File: src/rtl/node_package.sv
// Shared widths and bundle types for the request node.
// Imported by rn_mc and its arbiter.
package node_package;

    localparam int ADDR_W   = 8;
    localparam int DATA_W   = 8;
    localparam int TXN_ID_W = 2;
    localparam int SRC_W    = 2;
    localparam int CRED_W   = 4;

    typedef struct packed {
        logic [TXN_ID_W-1:0] txn_id;
        logic [SRC_W-1:0]    src;
        logic [ADDR_W-1:0]   addr;
    } ReqType;

    typedef struct packed {
        logic [TXN_ID_W-1:0] txn_id;
        logic [DATA_W-1:0]   payload;
    } DataType;

    typedef logic [CRED_W-1:0] cred_t;

endpackage

File: src/rtl/rr_arbiter.sv
// Round-robin arbiter: one-hot grant, search starts after the last winner.
// The pointer only moves when the grant is actually consumed (adv).
module rr_arbiter #(
    parameter int N = 4
) (
    input  logic         clk,
    input  logic         reset,
    input  logic [N-1:0] req,
    input  logic         adv,
    output logic [N-1:0] grant
);

    localparam int PW = (N > 1) ? $clog2(N) : 1;

    logic [PW-1:0] ptr_q;
    logic [PW-1:0] ptr_d;

    // first requester at or after the pointer wins; pointer moves past it
    always_comb begin
        grant = '0;
        ptr_d = ptr_q;
        for (int k = 0; k < N; k++) begin
            if (req[(int'(ptr_q) + k) % N] && grant == '0) begin
                grant[(int'(ptr_q) + k) % N] = 1'b1;
                ptr_d = PW'((int'(ptr_q) + k + 1) % N);
            end
        end
        if (!adv) begin
            ptr_d = ptr_q;
        end
    end

    // pointer register, src 0 has priority after reset
    always_ff @(posedge clk or negedge reset) begin
        if (!reset) begin
            ptr_q <= '0;
        end else begin
            ptr_q <= ptr_d;
        end
    end

endmodule

File: src/rtl/rn_mc.sv
// Multi-source request node: round-robin issue onto a credited tx_req
// channel, txn table routing rx_data responses back to their source.
module rn_mc
    import node_package::*;
#(
    parameter int NUM_SRC    = 4,
    parameter int MAX_OUT    = 4,
    parameter int TX_CREDITS = 2,
    parameter int RX_CREDITS = 2
) (
    input  logic                         clk,
    input  logic                         reset,
    input  logic [NUM_SRC-1:0]           work,
    input  logic [NUM_SRC*ADDR_W-1:0]    work_addr,
    output logic [NUM_SRC-1:0]           work_rdy,
    input  logic                         pre_tx_req,
    output ReqType                       tx_req,
    output logic                         v_tx_req,
    output logic                         pre_rx_data,
    input  DataType                      rx_data,
    input  logic                         v_rx_data,
    output logic [NUM_SRC-1:0]           done,
    output logic [DATA_W-1:0]            done_data,
    output logic [$clog2(MAX_OUT+1)-1:0] n_out,
    output logic                         err
);

    localparam int NW = $clog2(MAX_OUT + 1);

    logic [NUM_SRC-1:0] pending_q, pending_d;
    logic [ADDR_W-1:0]  addr_q [NUM_SRC];
    logic [ADDR_W-1:0]  addr_d [NUM_SRC];
    logic [MAX_OUT-1:0] used_q, used_d;
    logic [SRC_W-1:0]   owner_q [MAX_OUT];
    logic [SRC_W-1:0]   owner_d [MAX_OUT];
    cred_t              tx_cred_q, tx_cred_d;
    cred_t              rx_owe_q, rx_owe_d;
    cred_t              rx_sum;
    ReqType             tx_req_q, tx_req_d;
    logic               v_tx_req_q, v_tx_req_d;
    logic               pre_rx_q, pre_rx_d;
    logic [NUM_SRC-1:0] done_q, done_d;
    logic [DATA_W-1:0]  done_data_q, done_data_d;
    logic [NW-1:0]      n_out_q, n_out_d;
    logic               err_q, err_d;

    logic [NUM_SRC-1:0]  grant;
    logic                issue;
    logic                free_ok;
    logic [TXN_ID_W-1:0] free_id;
    logic [SRC_W-1:0]    win_id;
    logic [ADDR_W-1:0]   win_addr;
    logic [MAX_OUT-1:0]  hit;
    logic [SRC_W-1:0]    hit_src;
    logic                rsp_ok;

    rr_arbiter #(.N(NUM_SRC)) u_arb (
        .clk   (clk),
        .reset (reset),
        .req   (pending_q),
        .adv   (issue),
        .grant (grant)
    );

    // issue qualification, free-slot pick and response lookup
    always_comb begin
        free_ok = 1'b0;
        free_id = '0;
        for (int i = MAX_OUT - 1; i >= 0; i--) begin
            if (!used_q[i]) begin
                free_ok = 1'b1;
                free_id = TXN_ID_W'(i);
            end
        end
        win_id   = '0;
        win_addr = '0;
        for (int i = 0; i < NUM_SRC; i++) begin
            if (grant[i]) begin
                win_id   = SRC_W'(i);
                win_addr = addr_q[i];
            end
        end
        hit     = '0;
        hit_src = '0;
        for (int i = 0; i < MAX_OUT; i++) begin
            if (v_rx_data && used_q[i] &&
                rx_data.txn_id == TXN_ID_W'(i)) begin
                hit[i]  = 1'b1;
                hit_src = owner_q[i];
            end
        end
        rsp_ok = |hit;
        issue  = (|pending_q) && (tx_cred_q != '0) && free_ok;
    end

    // next state for pending requests, table, credits and outputs
    always_comb begin
        pending_d = pending_q & ~(issue ? grant : '0);
        addr_d    = addr_q;
        for (int i = 0; i < NUM_SRC; i++) begin
            if (work[i] && !pending_q[i]) begin
                pending_d[i] = 1'b1;
                addr_d[i]    = work_addr[i*ADDR_W +: ADDR_W];
            end
        end

        used_d  = used_q & ~hit;
        owner_d = owner_q;
        for (int i = 0; i < MAX_OUT; i++) begin
            if (issue && free_id == TXN_ID_W'(i)) begin
                used_d[i]  = 1'b1;
                owner_d[i] = win_id;
            end
        end

        tx_cred_d = tx_cred_q;
        case ({pre_tx_req, issue})
            2'b10: begin
                if (tx_cred_q < cred_t'(TX_CREDITS)) begin
                    tx_cred_d = tx_cred_q + cred_t'(1);
                end
            end
            2'b01:   tx_cred_d = tx_cred_q - cred_t'(1);
            default: tx_cred_d = tx_cred_q;
        endcase

        n_out_d = n_out_q;
        if (issue && !rsp_ok) begin
            n_out_d = n_out_q + NW'(1);
        end else if (rsp_ok && !issue) begin
            n_out_d = n_out_q - NW'(1);
        end

        v_tx_req_d = issue;
        tx_req_d   = '0;
        if (issue) begin
            tx_req_d.txn_id = free_id;
            tx_req_d.src    = win_id;
            tx_req_d.addr   = win_addr;
        end

        done_d      = '0;
        done_data_d = done_data_q;
        if (rsp_ok) begin
            done_data_d = rx_data.payload;
            for (int i = 0; i < NUM_SRC; i++) begin
                if (hit_src == SRC_W'(i)) begin
                    done_d[i] = 1'b1;
                end
            end
        end
        err_d = err_q | (v_rx_data && !rsp_ok);

        rx_sum   = rx_owe_q + cred_t'(v_rx_data);
        pre_rx_d = (rx_sum != '0);
        rx_owe_d = (rx_sum != '0) ? rx_sum - cred_t'(1) : '0;
    end

    // state registers; rx credit owe count preloaded with the initial grant
    always_ff @(posedge clk or negedge reset) begin
        if (!reset) begin
            pending_q   <= '0;
            used_q      <= '0;
            for (int i = 0; i < NUM_SRC; i++) addr_q[i] <= '0;
            for (int i = 0; i < MAX_OUT; i++) owner_q[i] <= '0;
            tx_cred_q   <= '0;
            rx_owe_q    <= cred_t'(RX_CREDITS);
            tx_req_q    <= '0;
            v_tx_req_q  <= 1'b0;
            pre_rx_q    <= 1'b0;
            done_q      <= '0;
            done_data_q <= '0;
            n_out_q     <= '0;
            err_q       <= 1'b0;
        end else begin
            pending_q   <= pending_d;
            used_q      <= used_d;
            addr_q      <= addr_d;
            owner_q     <= owner_d;
            tx_cred_q   <= tx_cred_d;
            rx_owe_q    <= rx_owe_d;
            tx_req_q    <= tx_req_d;
            v_tx_req_q  <= v_tx_req_d;
            pre_rx_q    <= pre_rx_d;
            done_q      <= done_d;
            done_data_q <= done_data_d;
            n_out_q     <= n_out_d;
            err_q       <= err_d;
        end
    end

    assign work_rdy    = ~pending_q;
    assign tx_req      = tx_req_q;
    assign v_tx_req    = v_tx_req_q;
    assign pre_rx_data = pre_rx_q;
    assign done        = done_q;
    assign done_data   = done_data_q;
    assign n_out       = n_out_q;
    assign err         = err_q;

endmodule

File: config.mk
export PLATFORM = sky130hd
export DESIGN_NAME = rn_mc
export DESIGN_NICKNAME = d
export VERILOG_FILES = /design/src/rtl/node_package.sv /design/src/rtl/rr_arbiter.sv /design/src/rtl/rn_mc.sv
export SDC_FILE = /design/constraint.sdc
export NUM_CORES = 1
export LEC_CHECK = 0
export CORE_MARGIN = 4
export CORE_UTILIZATION = 49
export CTS_BUF_LIST = sky130_fd_sc_hd__clkbuf_4 sky130_fd_sc_hd__clkbuf_8
export DETAILED_ROUTE_END_ITERATION = 6
export GPL_TIMING_DRIVEN = 0
export PLACE_DENSITY = 0.88
export SETUP_SLACK_MARGIN = 0.1
export SLEW_MARGIN = 40
export SYNTH_ARGS = -nofsm -noshare
export SYNTH_HDL_FRONTEND = slang
export SYNTH_SLANG_ARGS = --single-unit
export TNS_END_PERCENT = 1
File: constraint.sdc
create_clock -name clk -period 2.85 [get_ports clk]
set_input_delay 0.57 -clock clk [delete_from_list [all_inputs] [get_ports clk]]
set_output_delay 0.57 -clock clk [all_outputs]
set_load 0.01 [all_outputs]
; ---- Word-level counts from Yosys, hierarchy flattened
; Cells that the tools add are included.
; Widths: inputs -> output; s select.
[totals]
reg_bits = 88
inputBits = 50
wordCells = 189
[classes]
mux = 70
n_bitwise = 12
n_eq_ne = 12
add_sub_neg = 12
reduce_logical = 52
order_cmp = 9
[ops]
columns = operator, n
row1 = $mux 1, 32
row2 = $mux 4, 8
row3 = $mux 8, 4
row4 = $logic_and 1x1->1, 28
row5 = $mux 2, 14
row6 = $eq 2x2->1 const B, 7
row7 = $logic_not 4->1, 3
row8 = $lt 3x4->1 const B, 3
row9 = $mux 12, 1
row10 = $not 4->4, 3
row11 = $or 4x4->4, 3
row12 = $reduce_bool 4->1, 3
row13 = $add 2x2->2 const B, 5
row14 = $ge 3x1->1 const B, 3
row15 = $and 4x4->4, 2
row16 = $bmux 1 s2, 4
row17 = $demux 1 s2, 4
row18 = $eq 2x1->1 const B, 4
row19 = $pmux 4 s2, 1
row20 = $reduce_or 4->1, 2
row21 = $sub 4x1->4 const B, 2
row22 = $logic_not 1->1, 6
row23 = $logic_not 2->1, 3
row24 = $mux 3, 2
row25 = other kinds (14), 20

; ---- Logic depth before layout (Yosys ltp)
; Gate-level depths: netlist (run 1).
[depth]
ltp_word = 20
depth_mapped = 11

; ---- Modules after synthesis
; Synthesis (run 1) repeated with hierarchy kept, for this count alone.
[hier_totals]
hier_cells = 348
area_unflattened_um2 = 4239.1
[by_module_without_submodules]
columns = module, seq_area_each_um2, area_each_um2, cells_per_inst, instances
row1 = rn_mc, 2153.3, 3642.2, 279, 1
row2 = rr_arbiter, 50.0, 596.8, 69, 1

; ---- Worst setup path after synthesis (run 1)
; OpenSTA, ideal clock, no wires.
[synth_timing]
path_type = register -> register
startpoint = reg u_arb.ptr_q[0]
endpoint = reg pending_q[3]
n_path_buf = 1
required_ps = 2732
setup_ps = 118
path_stages_with_launch = 11
slack_ps = -102
arrival_time_ps = 2833
path_cell_list = dfrtp_1 buf_6 inv_1 ha_1 or4_1 a21boi_4 nand2_2 a221oi_4 and3_4 a32oi_2 a21o_1
[synth_via]
elab_chain_cells = 19
elab_cells_between_ends = 57
cone_classes = add/sub (3) / order compare (8) / mux (25) / bitwise (8) / reduce/logical (13)
[synth_rtl]
columns = item, line
row1 = start: declaration, rr_arbiter.sv:15  ; logic [PW-1:0] ptr_q;
row2 = start signal: assignment, rr_arbiter.sv:38  ; ptr_q <= ptr_d;
row3 = $add 2x1->2, "rr_arbiter.sv:23, rr_arbiter.sv:24"
row4 = $reduce_or 2->1 (no source line), n/a
row5 = $and 1x1->1 (no source line), n/a
row6 = $lt 3x4->1 (implied by the code) or $ge 3x1->1 (tied branches), rr_arbiter.sv:24  ; grant[(int'(ptr_q) + k) % N] = 1'b1;
row7 = $logic_and 1x1->1 (implied by the code), rr_arbiter.sv:24
row8 = $mux 1 (implied by the code), rr_arbiter.sv:24
row9 = $demux 1 s2, n/a
row10 = $or 4x4->4 (no source line), n/a
row11 = (+4 left out), n/a
row12 = $logic_not 4->1, rr_arbiter.sv:23  ; if (req[(int'(ptr_q) + k) % N] && grant == '0) begin
row13 = $logic_and 1x1->1, rr_arbiter.sv:23
row14 = $mux 4 *, rr_arbiter.sv:23
row15 = $mux 4 *, rn_mc.sv:98  ; pending_d = pending_q & ~(issue ? grant : '0);
row16 = $not 4->4 *, rn_mc.sv:98
row17 = $and 4x4->4 *, rn_mc.sv:98
row18 = $mux 1 *, rn_mc.sv:101  ; if (work[i] && !pending_q[i]) begin
row19 = net pending_d[3], rn_mc.sv:30  ; logic [NUM_SRC-1:0] pending_q, pending_d;
row20 = end signal: assignment, rn_mc.sv:176  ; pending_q <= pending_d;
row21 = end: declaration, rn_mc.sv:30
; The timed path passes the listed nets; every way through them passes the cells marked *. The select of a mux whose other input is x is not followed.
; A chain may end at the register's enable or synchronous reset.

==> results of run 1 <==
==> final timing paths <==
path | start | depth (start not counted) | to | slack [ns]
max | u_arb.ptr_q[1]$_DFFE_PN0P_ | 12 | tx_req[7]$_DFF_PN0_ | -0.12
min | reset | 1 | tx_req[1]$_DFF_PN0_ | 0.07
max reg2reg | u_arb.ptr_q[1]$_DFFE_PN0P_ | 12 | tx_req[7]$_DFF_PN0_ | -0.12
min reg2reg | n_out[2]$_DFFE_PN0P_ | 1 | n_out[2]$_DFFE_PN0P_ | 0.47
max in group asynchronous | reset | 2 | rx_owe_q[1]$_DFF_PN1_ | 2.16
min in group clk | n_out[2]$_DFFE_PN0P_ | 1 | n_out[2]$_DFFE_PN0P_ | 0.47
==> routing by layer <==
| metal | GRT usage, % | up-vias | part of all wire [%] |
|---|---|---|---|
| li1 | - | 1652 | - |
| met1 | 30.40 | 1804 | 40 |
| met2 | 39.22 | 161 | 52 |
| met3 | 3.353 | 22 | 6.1 |
| met4 | 10.16 | 0 | 2.1 |
| met5 | 0 | - | 0 |
==> cells by family (layout without fill, tap and decap cells) <==
group,after synthesis,after routing
AOI/OAI and AO/OA,84,84
muxes,42,42
and+or+nand+nor,122,122
DFF,88,88
buffers and inverters,37,152
xor gates and xnor gates,9,9
adders and majority gates,15,15
==> worst max-delay path: cells and delay by family, from the launching register on <==
family	cells	cell delay [ns]
buf+inv	4	0.54
simple gates	2	0.40
mux	1	0.37
flops	1	0.40
compound gates	4	0.89
fa+ha+maj	1	0.29
==> area by class of cell <==
cell class              count  area share [%]
multi-input cells         272           38.29
flip-flops and latches     88           36.43
repair buffers             99           16.48
clock buffers              12           2.522
well taps                 108           2.233
plain buffers              14           1.571
inverters                  23           1.571
clock inverters             4          0.9097
==> per-stage QoR <==
| step | hold slack, ns | setup WS (ns) |
|---|---|---|
| finish | 0.06710 | -0.1233 |
| floorplan | 0.2744 | 0.1249 |
| detailed placement | 0.4563 | -0.6140 |
| global placement | 0.4429 | -2.133 |
| global route | 0.07984 | -0.1752 |
| CTS | 0.08359 | -0.04109 |
==> Yosys cell counts (all sizes together) (6+ instances only) <==
master,count
nor2b,9
nand2,50
a221oi,11
dfrtp,87
nor2,25
inv,22
a21o,8
a21oi,7
ha,13
o21ai,16
clkbuf,6
buf,8
mux2,34
and3,6
nand3,8
o32ai,8
==> what timing repair did <==
item	in CTS	in global routing
gates resized for setup	28	16
setup buffers	11	3
pin swaps	19	6
gates cloned	1	0
setup endpoints to repair	27	26
==> sequential cells by signal, summed over array words and instances (netlist names) <==
| register | flops |
|---|---|
| pending_q | 4 |
| done_data | 8 |
| rx_owe_q | 4 |
| v_tx_req | 1 |
| addr_q | 32 |
| used_q | 4 |
| u_arb.ptr_q | 2 |
| owner_q | 8 |
| pre_rx_data | 1 |
| done | 4 |
| n_out | 3 |
| err | 1 |
| tx_cred_q | 4 |
| tx_req | 12 |
==> cell usage in the layout (no fill, tap or decap), types with 9 or more instances in the layout <==
| cell type | netlist | final |
|---|---|---|
| clkbuf_8 | 0 | 10 |
| buf_4 | 1 | 12 |
| o21ai_0 | 13 | 13 |
| clkdlybuf4s50_1 | 0 | 80 |
| mux2_2 | 32 | 32 |
| nand2_1 | 49 | 49 |
| a221oi_2 | 0 | 9 |
| inv_1 | 22 | 19 |
| nor2_1 | 25 | 25 |
| ha_1 | 13 | 10 |
| dfrtp_1 | 87 | 86 |
==> flow_metrics.tcl, run 1 <==
set metrics [dict create \
    muxShareOfSynthArea_pct 11.54 \
    drt_iter0_markers 315 \
    setup-tns-final_ns -0.8602 \
    worstPathArrival_ns 3.25 \
    synth.top_cell.area_share_pct 48.97 \
    ant_nets 0 \
    viasPerCell 5.869 \
    synth-seq-area-share_pct 49.56 \
    fin_crit_ns 2.973 \
    crit_path_top_delay_cell "dfrtp_1" \
    num_io_pins 84 \
    io_buffers 83 \
    rsz0062_at_grt "yes" \
    syn_to_final_growth_pct 36.14 \
    hold_viol 0 \
    utilization_pct 69.06 \
    maxSlewHeadroom_pct 61.76 \
    synth-seq-cells 88 \
    synth-simple-area-share_pct 13.43 \
    die_w_um 103.3 \
    drive_above_1_share_pct 25.20 \
    firstDrtPassIters 5 \
    hp-class "in2async" \
    tritoncts "built" \
    violations "setup timing" \
    synth_warnings 0 \
    rows 34 \
    cp-end-kind "flip-flop" \
    synth_top_family_by_area "compound AO/OA/AOI/OAI gates" \
    worstSetupStartpointType "flip-flop" \
    dpl.hpwl_um 7887 \
    synth_edf_count 0 \
    placed_area_um2 5482 \
    fillCellCount 602 \
    worstSkewPairLatency_ns 0.36 \
    synth_area_um2 4446 \
    slew_viol_final 0 \
    synth_top_area_cell "dfrtp_1" \
    grt_start_max_net_pins 58 \
    first_global_vias 3726 \
    yosys-top-cells-area "dfrtp_1 (49%), mux2_2 (8.1%), nand2_1 (4.1%)" \
    drv_cap 0 \
    grt_first_pass_wirelength_um 18990 \
    worst_ep_required_time_ns 3.12 \
    htreeDepth 3 \
    nets 572 \
    core_area_um2 8763 \
    avgSynthCellArea_um2 11.20 \
    yosys_most_used_dff "dfrtp_1" \
    routed_wl_um 12050 \
    die_h_um 103.3 \
    finalClockSkew_ns 0.01298 \
    critical_path_class "reg2reg" \
    vias 3639 \
    clockBufferDepth 2 \
    max_freq_ghz 0.3363 \
    status "complete, but fails checks" \
    cp_cell_sequence "buf_6, inv_6, ha_4, mux4_2, buf_4, o31ai_1, a31oi_1, and2_4, and3_4, a311o_2, buf_12, o32ai_4" \
    setup_ws_ns -0.1233 \
    clock-sinks 88 \
    start_util_pct 50.73 \
    setup_viol 11 \
    drc 0 \
    avgRoutedWirePerCell_um 19.44 \
    synthArstFlopShare_pct 100.0 \
    postCtsHoldBufs 0 \
    grt_usage_pct 23.39 \
    worst_pin_slew_ns 0.5736 \
    antenna_found_initial 0 \
    syn-instance-count 397 \
    cp_max_fo 8 \
    postSynthNetCount 462 \
    path_clk_slew_ns 0.10 \
    seqCellArea_um2 2205 \
    synth_adder_area_share_pct 4.560 \
    multiInputGateArea_um2 2317 \
    critical-path-max-stage-delay_ns 0.40 \
    gr-total-overflow 0 \
    dieArea_um2 10660 \
    cts_buffers 9 \
    root_buffer "clkbuf_8" \
    synth.distinct_cells 68 \
    synth_xor_area_share_pct 1.773 \
    dp_cells 589 \
    routabilityCongestion 0.9279 \
    antennaDiodeCount 0 \
    synth_compound_area_share_pct 15.14 \
    post-route-period-util_pct 104.3 \
    finalNonFillerCells 620 \
    final_cell_area_um2 6052 \
]
Power of run 1 is left out: the tool's default activity adds up to more than one toggle a clock period on the data nets, which glitch-free logic cannot reach.
==> run 2: changes to the inputs <==
--- a/config.mk
+++ b/config.mk
@@ -5,6 +5,7 @@
 export SDC_FILE = /design/constraint.sdc
 export NUM_CORES = 1
 export LEC_CHECK = 0
+export CORE_ASPECT_RATIO = 2
 export CORE_MARGIN = 4
 export CORE_UTILIZATION = 49
 export CTS_BUF_LIST = sky130_fd_sc_hd__clkbuf_4 sky130_fd_sc_hd__clkbuf_8
==> flow_metrics.tcl, run 2 (same netlist as run 1, synthesis figures left out) <==
set metrics [dict create \
    status "complete, but fails checks" \
    hp-class "in2async" \
    r2r_cells 11 \
    cp-end-kind "flip-flop" \
    rows 48 \
    gr-total-overflow 0 \
    max_freq_ghz 0.3315 \
    setup_ws_ns -0.1666 \
    top_usage_layer "met2" \
    syn_to_final_growth_pct 37.55 \
    io_buffers 83 \
    worstSetupStartpointType "flip-flop" \
    dieArea_um2 10750 \
    postCtsHoldBufs 0 \
    ant_nets 0 \
    clock-sinks 88 \
    routed_wl_um 12240 \
    met2_usage_pct 41.40 \
    setup_viol 16 \
    firstDrtPassIters 4 \
    root_buffer "clkbuf_8" \
    worst_ep_required_time_ns 3.11 \
    post-route-period-util_pct 105.8 \
    worstSkewPairLatency_ns 0.37 \
    gr-usage-met3_pct 4.651 \
    hold_viol 0 \
    first_global_vias 4073 \
    worst_pin_slew_ns 0.6068 \
    grt_usage_pct 24.31 \
    vias 3624 \
    rsz0062_at_grt "yes" \
    clockBufferDepth 2 \
    drt_iter0_markers 173 \
    grt_start_max_net_pins 55 \
    violations "setup timing" \
    drc 0 \
    core_area_um2 8768 \
    drive_above_1_share_pct 27.18 \
    final_cell_mix "dfrtp_1 (86), clkdlybuf4s50_1 (80), nand2_1 (49), mux2_2 (29), nor2_1 (24)" \
    path_clk_slew_ns 0.09 \
    dpl.hpwl_um 8524 \
    finalClockSkew_ns 0.01261 \
    viasPerCell 5.893 \
    die_h_um 142.7 \
    fin_crit_ns 3.017 \
    final_common_cell "dfrtp_1" \
    grt_util_met1_pct 25.11 \
    largest-register "addr_q" \
    drv_cap 0 \
    antennaDiodeCount 0 \
    grt_first_pass_wirelength_um 19460 \
    tritoncts "built" \
    start_util_pct 50.70 \
    avgRoutedWirePerCell_um 19.90 \
    maxSlewHeadroom_pct 59.20 \
    largest_reg_flops 32 \
    antenna_found_initial 0 \
    num_io_pins 84 \
    critical_path_class "reg2reg" \
    routabilityCongestion 0.8668 \
    cp_max_fo 8 \
    htreeDepth 3 \
    worstPathArrival_ns 3.28 \
    slew_viol_final 0 \
    setup-tns-final_ns -1.609 \
    cts_buffers 9 \
    nets 575 \
    die_w_um 75.35 \
]
run 2: cell count changes in the layout (fill, tap and decap cells not counted), sizes merged:
cell      previous run  this run
bufinv               1         0
inv                 23        22
buf                 25        29
clkinv               2         4
clkinvlp             1         0
run 2: stage by stage:
step | cells | setup slack, ns | hold WS (ns) | utilization (%) | cell area (um^2)
after global placement | 580 | -2.071 | 0.4459 | 62.07 | 5443
after detailed placement | 581 | -0.7083 | 0.4516 | 62.31 | 5464
after global routing | 615 | -0.2363 | 0.1666 | 69.73 | 6115
final | 615 | -0.1666 | 0.1432 | 69.73 | 6115
after floorplan | 397 | 0.1249 | 0.2744 | - | 4487
after CTS | 615 | -0.05635 | 0.1556 | 68.54 | 6010
run 2: layout make-up:
cell class	instances	area (um^2)
Multi-Input combinational cell	272	2396
Tap cell	100	125.1
Inverter	23	92.59
Fill cell	598	2654
Sequential cell	88	2205
Buffer	14	105.1
Clock inverter	3	18.77
Timing Repair Buffer	102	1012
Clock buffer	13	160.2
run 2: final timing paths:
kind / startpoint / end / slack (ns)
worst min register to register: err$_DFF_PN0_ / err$_DFF_PN0_ / 0.46
max in group asynchronous: reset / used_q[3]$_DFF_PN0_ / 2.13
worst max register to register: u_arb.ptr_q[1]$_DFFE_PN0P_ / tx_req[6]$_DFF_PN0_ / -0.17
worst max-delay path: u_arb.ptr_q[1]$_DFFE_PN0P_ / tx_req[6]$_DFF_PN0_ / -0.17
worst min-delay path: reset / addr_q[10]$_DFFE_PN0P_ / 0.14
min in group clk: err$_DFF_PN0_ / err$_DFF_PN0_ / 0.46
run 2: worst max-delay path: stages, from the launching register on:
cell	delay, ns
dfrtp_1	0.43
buf_6	0.16
buf_6	0.10
mux4_2	0.50
buf_8	0.16
a21boi_4	0.24
nand2_2	0.13
and2_4	0.17
and3_4	0.20
a311o_2	0.39
buf_12	0.16
o32ai_4	0.28
run 2: routing by layer:
metal,vias to the layer above,wire (um)
met2,108,6618
met4,0,818
met3,48,456
li1,1654,-
met1,1814,4342
met5,-,0
run 2: what timing repair did:
item | in CTS | in global routing
cloned | 1 | 0
setup endpoints to repair | 26 | 26
buffers inserted | 17 | 0
hold endpoints to repair | 0 | 0
resized for setup | 38 | 25
pin swaps | 20 | 10
Power of run 2 is left out for the same reason.
